File: src/rtl/sniff_pkg.sv
// Shared definitions for the sniffer capture FIFO: default widths, pointer/level
// types and a constant-function clog2.
package sniff_pkg;

  localparam int SNIFF_DW = 8;
  localparam int SNIFF_AW = 8;

  typedef logic [SNIFF_AW-1:0] sniff_ptr_t;
  typedef logic [SNIFF_AW:0]   sniff_level_t;

  function automatic int clog2(input int value);
    int r;
    r = 0;
    while ((1 << r) < value) r++;
    return r;
  endfunction

endpackage

File: src/rtl/sniff_fifo_ram.sv
// Simple dual-port storage for sniff_fifo: one write port, one registered read
// port with enable. No reset so the array maps onto block RAM.
module sniff_fifo_ram #(
  parameter int DW = 8,
  parameter int AW = 8
) (
  input  logic          clk,
  input  logic          we_i,
  input  logic [AW-1:0] waddr_i,
  input  logic [DW-1:0] wdata_i,
  input  logic          re_i,
  input  logic [AW-1:0] raddr_i,
  output logic [DW-1:0] rdata_o
);

  logic [DW-1:0] mem [2**AW];

  always_ff @(posedge clk) begin
    if (we_i) mem[waddr_i] <= wdata_i;
    if (re_i) rdata_o <= mem[raddr_i];
  end

endmodule

File: src/rtl/sniff_fifo.sv
// Never-stalling capture FIFO with registered valid/ready output stage.
// Optional saturating drop counter enabled by `define SNIFF_FIFO_DROP_CNT_EN.
module sniff_fifo
  import sniff_pkg::*;
#(
  parameter int DW       = SNIFF_DW,
  parameter int AW       = SNIFF_AW,
  parameter int AF_LEVEL = 2**AW - 4,
  parameter int CW       = 16
) (
  input  logic          clk,
  input  logic          reset,
  input  logic          clear,
  input  logic          in_valid,
  input  logic [DW-1:0] in_data,
  output logic          out_valid,
  input  logic          out_ready,
  output logic [DW-1:0] out_data,
  output logic [AW:0]   level,
  output logic          empty,
  output logic          full,
  output logic          almost_full,
  output logic          overflow,
  output logic [CW-1:0] drop_count
);

  localparam int          LW      = clog2(2**AW) + 1;
  localparam logic [LW-1:0] DEPTH_L = LW'(2**AW);
  localparam logic [LW-1:0] AF_L    = LW'(AF_LEVEL);

  logic [AW-1:0] wr_ptr_q, wr_ptr_d, rd_ptr_q, rd_ptr_d;
  logic [LW-1:0] level_q, level_d;
  logic          empty_q, empty_d, full_q, full_d, af_q, af_d;
  logic          out_valid_q, out_valid_d, overflow_q, overflow_d;
  logic          wr_accept, wr_drop, fetch;

  // full is the registered flag, so a same-cycle fetch never rescues a write.
  always_comb begin
    wr_accept = in_valid && !full_q && !clear;
    wr_drop   = in_valid &&  full_q && !clear;
    fetch     = !empty_q && (!out_valid_q || out_ready) && !clear;

    wr_ptr_d    = wr_ptr_q + AW'(wr_accept);
    rd_ptr_d    = rd_ptr_q + AW'(fetch);
    level_d     = level_q + LW'(wr_accept) - LW'(fetch);
    overflow_d  = overflow_q || wr_drop;
    out_valid_d = out_valid_q;
    if (fetch)          out_valid_d = 1'b1;
    else if (out_ready) out_valid_d = 1'b0;

    if (clear) begin
      wr_ptr_d    = '0;
      rd_ptr_d    = '0;
      level_d     = '0;
      overflow_d  = 1'b0;
      out_valid_d = 1'b0;
    end

    empty_d = (level_d == '0);
    full_d  = (level_d == DEPTH_L);
    af_d    = (level_d >= AF_L);
  end

  always_ff @(posedge clk) begin
    if (reset) begin
      wr_ptr_q    <= '0;
      rd_ptr_q    <= '0;
      level_q     <= '0;
      empty_q     <= 1'b1;
      full_q      <= 1'b0;
      af_q        <= 1'b0;
      out_valid_q <= 1'b0;
      overflow_q  <= 1'b0;
    end else begin
      wr_ptr_q    <= wr_ptr_d;
      rd_ptr_q    <= rd_ptr_d;
      level_q     <= level_d;
      empty_q     <= empty_d;
      full_q      <= full_d;
      af_q        <= af_d;
      out_valid_q <= out_valid_d;
      overflow_q  <= overflow_d;
    end
  end

  sniff_fifo_ram #(.DW(DW), .AW(AW)) u_ram (
    .clk     (clk),
    .we_i    (wr_accept),
    .waddr_i (wr_ptr_q),
    .wdata_i (in_data),
    .re_i    (fetch),
    .raddr_i (rd_ptr_q),
    .rdata_o (out_data)
  );

`ifdef SNIFF_FIFO_DROP_CNT_EN
  logic [CW-1:0] drop_q, drop_d;

  // Saturating; only reset clears it so losses survive a flush.
  always_comb begin
    drop_d = drop_q;
    if (wr_drop && (drop_q != {CW{1'b1}})) drop_d = drop_q + 1'b1;
  end

  always_ff @(posedge clk) begin
    if (reset) drop_q <= '0;
    else       drop_q <= drop_d;
  end

  assign drop_count = drop_q;
`else
  assign drop_count = '0;
`endif

  assign out_valid   = out_valid_q;
  assign level       = level_q;
  assign empty       = empty_q;
  assign full        = full_q;
  assign almost_full = af_q;
  assign overflow    = overflow_q;

endmodule

File: config.mk
export PLATFORM = sky130hd
export DESIGN_NAME = sniff_fifo
export DESIGN_NICKNAME = d
export VERILOG_FILES = /design/src/rtl/sniff_pkg.sv /design/src/rtl/sniff_fifo_ram.sv /design/src/rtl/sniff_fifo.sv
export SDC_FILE = /design/constraint.sdc
export NUM_CORES = 2
export LEC_CHECK = 0
export BUFFER_PORTS_ARGS = -buffer_cell sky130_fd_sc_hd__buf_2
export CAP_MARGIN = 20
export CORE_UTILIZATION = 48
export DETAILED_ROUTE_END_ITERATION = 7
export SLEW_MARGIN = 20
export SYNTH_ARGS = -nofsm -noshare
export SYNTH_HDL_FRONTEND = slang
export SYNTH_SLANG_ARGS = --single-unit
File: constraint.sdc
create_clock -name clk -period 11.85 [get_ports clk]
set_input_delay 3.555 -clock clk [delete_from_list [all_inputs] [get_ports clk]]
set_output_delay 3.555 -clock clk [all_outputs]
set_load 0.01 [all_outputs]
Yosys cells after proc, flatten, opt, wreduce, memory -nomap -nowiden
Memories as Yosys holds them, arrays and structs flattened. A register that Yosys moved wholly into a read port is not among the register bits.
Cells that the tools add are included.
Storage, ports and cells
  register bits: 30
  bits in writable memories: 2048
  input bits: 13
  output and inout bits: 38
  word-level logic and storage cells: 35
  memories kept: 1
Memories
  u_ram.mem: depth 256, bits a word 8, read ports 1, clocked after memory_dff 1, wr ports 1, line sniff_fifo_ram.sv:16  | logic [DW-1:0] mem [2**AW];
Cells by class
  add/subtract/negate cells: 4
  order comparisons: 1
  eq/ne operators: 1
  muxes and demuxes: 5
  reductions and logical operators: 15
Operator list (count)
  8-bit by 1-bit adder with 8-bit output: 2
  9-bit by 1-bit adder with 9-bit output: 1
  9-bit equality test (second input constant): 1
  9-bit by 8-bit greater-or-equal comparator with 1-bit output (second input constant): 1
  9-bit logical NOT: 1
  9-bit two-way mux: 1
  9-bit by 1-bit subtractor with 9-bit output: 1
  1-bit logical AND: 6
  1-bit logical NOT: 4
  1-bit two-way mux: 4
  1-bit logical OR: 2
  2-bit nonzero test: 1
  2-bit OR reduction: 1

Logic depth before layout (Yosys ltp)
  depth in word-level cells: 7
  depth in mapped cells: 15
  depth with buffers taken out: 13

Cells and area by module
Synthesis repeated with hierarchy kept, for this count alone.
Unflattened totals
  cells, all modules: 3915
  area total of the unflattened synthesis: 81293.0 µm²
Modules (own cells, without submodules)
  sniff_fifo_ram: instances 1, cells each 3733, area each 79636.4 µm², seq. area each 61739.2 µm²
  sniff_fifo: instances 1, cells each 182, area each 1656.6 µm², seq. area each 600.6 µm²

Worst setup path before layout
OpenSTA, ideal clock, no wires.
  path type: input to register
  start: input port clear
  end: register full_q (netlist: full)
  setup time: 0.080 ns
  data arrival time: 7.003 ns
  data required time: 11.770 ns
  path slack: 4.767 ns
  stages on the path: 15
  path buffers: 2
  path through: buf_1 nor3b_1 clkbuf_1 inv_1 ha_1 inv_1 ha_1 fa_1 a21oi_1 o21bai_1 a21o_1 a2111oi_0 o211a_1 nor2_1 nor3b_1
Between the ends
  word-level cells in the longest chain between the ends: 6
  elaborated cells on any way between the ends: 7
  those cells by class: 2 x add/sub; 1 x eq/ne; 1 x mux; 3 x reduce/logical
RTL lines
  from (decl): line sniff_fifo.sv:13  | input logic clear,
  1-bit logical NOT: line sniff_fifo.sv:39, sniff_fifo.sv:41
  1-bit logical AND: line sniff_fifo.sv:39  | wr_accept = in_valid && !full_q && !clear;
  9-bit by 1-bit adder with 9-bit output: line sniff_fifo.sv:45  | level_d = level_q + LW'(wr_accept) - LW'(fetch);
  9-bit by 1-bit subtractor with 9-bit output: line sniff_fifo.sv:45
  9-bit two-way mux *: line sniff_fifo.sv:51  | if (clear) begin
  9-bit equality test *: line sniff_fifo.sv:60  | full_d = (level_d == DEPTH_L);
  to (signal assigned): line sniff_fifo.sv:79  | full_q <= full_d;
  to (decl): line sniff_fifo.sv:33  | logic empty_q, empty_d, full_q, full_d, af_q, af_d;
Mark *: on every way between the ends. The rest lies on a longest branch, timed or not.
A chain may end at the register's enable or synchronous reset.

Worst setup path after layout
  start: input port clear
  end: register af_q (netlist: almost_full)
Between the ends
  elaborated cells on any way between the ends: 7
  those cells by class: 2 x add/sub; 1 x order compare; 1 x mux; 3 x reduce/logical
RTL lines
  1-bit logical NOT: line sniff_fifo.sv:41  | fetch = !empty_q && (!out_valid_q || out_ready) && !clear;
  1-bit logical AND: line sniff_fifo.sv:41
  via fetch: line sniff_fifo.sv:35  | logic wr_accept, wr_drop, fetch;
  9-bit by 1-bit subtractor with 9-bit output: line sniff_fifo.sv:45
  9-bit two-way mux: line sniff_fifo.sv:51
  9-bit by 8-bit greater-or-equal comparator with 1-bit output: line sniff_fifo.sv:61  | af_d = (level_d >= AF_L);
  to (signal assigned): line sniff_fifo.sv:71  | af_q <= 1'b0;
  to (signal assigned): line sniff_fifo.sv:80  | af_q <= af_d;
  to (decl): line sniff_fifo.sv:33
The timed path passes the listed nets, and every way through them passes these cells.

==> flow_metrics.env <==
export IMPL_seq_area_frac_synth=0.766
export IMPL_combPwrFrac=0.055
export IMPL_synth_top_cells_by_count="2056 x edfxtp_1, 437 x mux4_2, 312 x nor2_1"
export IMPL_slew_headroom=0.190
export IMPL_io_pins=51
export IMPL_p_per_area_nw_per_um2=173
export IMPL_core_area_um2=168000
export IMPL_sw_frac_of_total=0.212
export IMPL_synthCells=3958
export IMPL_postRouteAntennaNets=0
export IMPL_register_area_um2=62400
export IMPL_arrival_ns=6.88
export IMPL_timing_rr_end="u_ram.rdata_o[0]$_DFFE_PP_"
export IMPL_cts_tree="yes"
export IMPL_grt_max_degree=161
export IMPL_p_sw_mw=3.31
export IMPL_rsz0062_at_grt="no"
export IMPL_finalWeightedCongestion=0.847
export IMPL_crit_chain="buf_2 > nor3_2 > ha_1 > inv_1 > ha_1 > fa_1 > a21oi_1 > o21bai_1 > a21o_1 > a2111oi_0 > nor4_1 > nor2_1 > o41ai_1"
export IMPL_io_buffers=34
export IMPL_postCtsSetupBuffers=0
export IMPL_slew_violations=0
export IMPL_grt_total_usage=0.253
export IMPL_yosys_area_top_type_share=0.758
export IMPL_dr_pass1_iters=6
export IMPL_rrSetupSlack_ns=6.54
export IMPL_cts_hold_buf=0
export IMPL_synth_ff_type="edfxtp_1"
export IMPL_whs_path_depth=2
export IMPL_vias=40211
export IMPL_antenna_found_initial=1
export IMPL_criticalPathCategory="input pin to register"
export IMPL_setup_tns_ns=0
export IMPL_die_area_um2=171000
export IMPL_whs_ns=0.488
export IMPL_worst_slew_pin_slew_ns=1.21
export IMPL_cp_max_fo=13
export IMPL_drive_above_1_share=0.209
export IMPL_multi_input_area_um2=17600
export IMPL_ys_types=71
export IMPL_area_growth_pct=11.3
export IMPL_h_tree_depth=4
export IMPL_die_y_um=414
export IMPL_synth_area_leaders="edfxtp_1 76%, mux4_2 12%, mux2i_1 2.2%"
export IMPL_yosysTopAreaCell="edfxtp_1"
export IMPL_cpPeakStageDelay_ns=0.70
export IMPL_yosysWarnings=0
export IMPL_start_util=0.485
export IMPL_async_reset_ff_frac=0
export IMPL_intPower_mw=12.3
export IMPL_cts_resized=0
export IMPL_hold_end="overflow$_SDFF_PP0_"
export IMPL_synth_ff_latch_count=2086
export IMPL_period_share=0.522
export IMPL_cts_root_buf="clkbuf_16"
export IMPL_min_from="overflow$_SDFF_PP0_"
export IMPL_p_leak_nw=27.3
export IMPL_cp_end_kind="register"
export IMPL_period_needed_ns=6.18
export IMPL_hold_path_class="register to register"
export IMPL_diodes=0
export IMPL_std_cell_rows=150
export IMPL_setup_viol=0
export IMPL_syn_area_um2=81400
export IMPL_fillers=12955
export IMPL_cts_sinks=2086
export IMPL_hpwl_um=128000
export IMPL_synth_edf_count=2056
export IMPL_nets=4068
export IMPL_via_per_inst=6.27
export IMPL_ir_worst_vdd_mv=0.206
export IMPL_drt_wl_total_um=214000
export IMPL_synth_area_per_cell_um2=20.6
export IMPL_post_route_drc_count=0
export IMPL_cap_violations=0
export IMPL_globalRouteOverflowTotal=0
export IMPL_crit_top_cell="ha_1"
export IMPL_startpoint_type="input pin"
export IMPL_first_iter_violations=4447
export IMPL_grt_pass1_vias=40042
export IMPL_wire_per_inst_um=33.4
export IMPL_hold_violations=0
export IMPL_status="finished clean"
export IMPL_cp_data_required_time_ns=12.55
export IMPL_p_seq_frac=0.521
export IMPL_synth_most_common_cell="edfxtp_1"
export IMPL_fin_skew_ns=0.0260
export IMPL_grt_pass1_wl_um=303000
export IMPL_cts_buffers_inserted=204
export IMPL_cpMaxStageDelayCell="nor3_2"
export IMPL_r2r_start="rd_ptr_q[0]$_SDFF_PP0_"
export IMPL_die_w_um=414
export IMPL_ff2ff_path_depth=8
export IMPL_cts_buffer_depth=3
export IMPL_clk_latency_ns=0.84
export IMPL_final_core_util=0.540
export IMPL_max_freq_mhz=162
export IMPL_clk_pin_slew_worst_paths_ns=0.06
export IMPL_clockPowerShare=0.424
area by class of cell:
class | instances | area share
clock buffers | 250 | 0.0599
clock inverters | 126 | 0.0157
inverters | 18 | 0.000774
multi-input cells | 1612 | 0.194
flip-flops and latches | 2086 | 0.688
well taps | 2204 | 0.0304
repair buffers | 119 | 0.0108
logic make-up after synthesis:
family	after synthesis	share of synthesized area
compound gates	401	0.0349
xor+xnor	15	0.00161
fa+ha+maj	14	0.00224
buf+inv	275	0.0202
flops	2086	0.766
mux	633	0.147
other cells	1	0.0000461
simple gates	533	0.0283
per-stage QoR:
stage | total power [mW] | setup WS, ns | cell area, um2 | std cells
detailed placement | 9.17 | 4.82 | 83700 | 6039
global placement | 9.16 | 4.84 | 83700 | 6039
finish | 15.6 | 5.67 | 90600 | 6415
CTS | 15.7 | 5.71 | 90600 | 6415
global route | 16.0 | 5.43 | 90600 | 6415
floorplan | 8.87 | 4.77 | 81500 | 3973
per-layer routing:
layer | share of wire | vias to the layer above | GRT usage
met5 | 0 | - | 0
met4 | 0.036 | 0 | 0.0882
met3 | 0.090 | 323 | 0.0597
met2 | 0.46 | 1874 | 0.385
met1 | 0.41 | 21439 | 0.361
li1 | - | 16575 | -
power by group through the flow:
| stage | registers, mW | logic (mW) | clock network, mW |
|---|---|---|---|
| after floorplan | 8.30 | 0.575 | 0 |
| after global placement | 8.30 | 0.860 | 0 |
| after detailed placement | 8.30 | 0.866 | 0 |
| after CTS | 8.15 | 0.868 | 6.73 |
| after global routing | 8.14 | 0.915 | 6.99 |
| final | 8.15 | 0.857 | 6.64 |
critical path, delay by kind of cell:
kind                       cells  cell delay (ns)
AOI/OAI and AO/OA              5             1.14
and+or+nand+nor                3             1.09
adders and majority gates      3             0.88
buffers and inverters          2             0.22
flip-flops by register name, indices dropped and copies added (netlist names):
register / count
full: 1
u_ram.rdata_o: 8
level: 9
rd_ptr_q: 8
out_valid: 1
wr_ptr_q: 8
u_ram.mem: 2048
overflow: 1
empty: 1
almost_full: 1
worst max-delay path by stage:
stage          startpoint                     end  slack [ns]  cells after the start
2_1_floorplan       clear         full$_SDFF_PP0_        4.77                     15
3_3_place_gp        clear  almost_full$_SDFF_PP0_        4.84                     13
3_5_place_dp        clear  almost_full$_SDFF_PP0_        4.82                     13
4_1_cts             clear  almost_full$_SDFF_PP0_        5.71                     13
5_1_grt             clear  almost_full$_SDFF_PP0_        5.43                     13
6_report            clear  almost_full$_SDFF_PP0_        5.67                     13
placed cells by master (no fill, tap or decap), drive strengths merged, types with 10 or more instances in the layout:
master  instances
clkbuf        258
o22ai          32
mux2i         182
ha             13
nand3          40
buf           111
nor4           10
a22oi          91
o31ai          10
nand2b         10
inv            23
nor2          312
a221oi         45
conb           16
a22o           25
mux4          446
edfxtp       2056
clkinv         88
bufinv         28
dfxtp          30
nor3           18
o21ai          51
and2           16
nand2          78
a211oi         33
nor2b          21
a21oi          56
(Power assumes the default switching activity.)
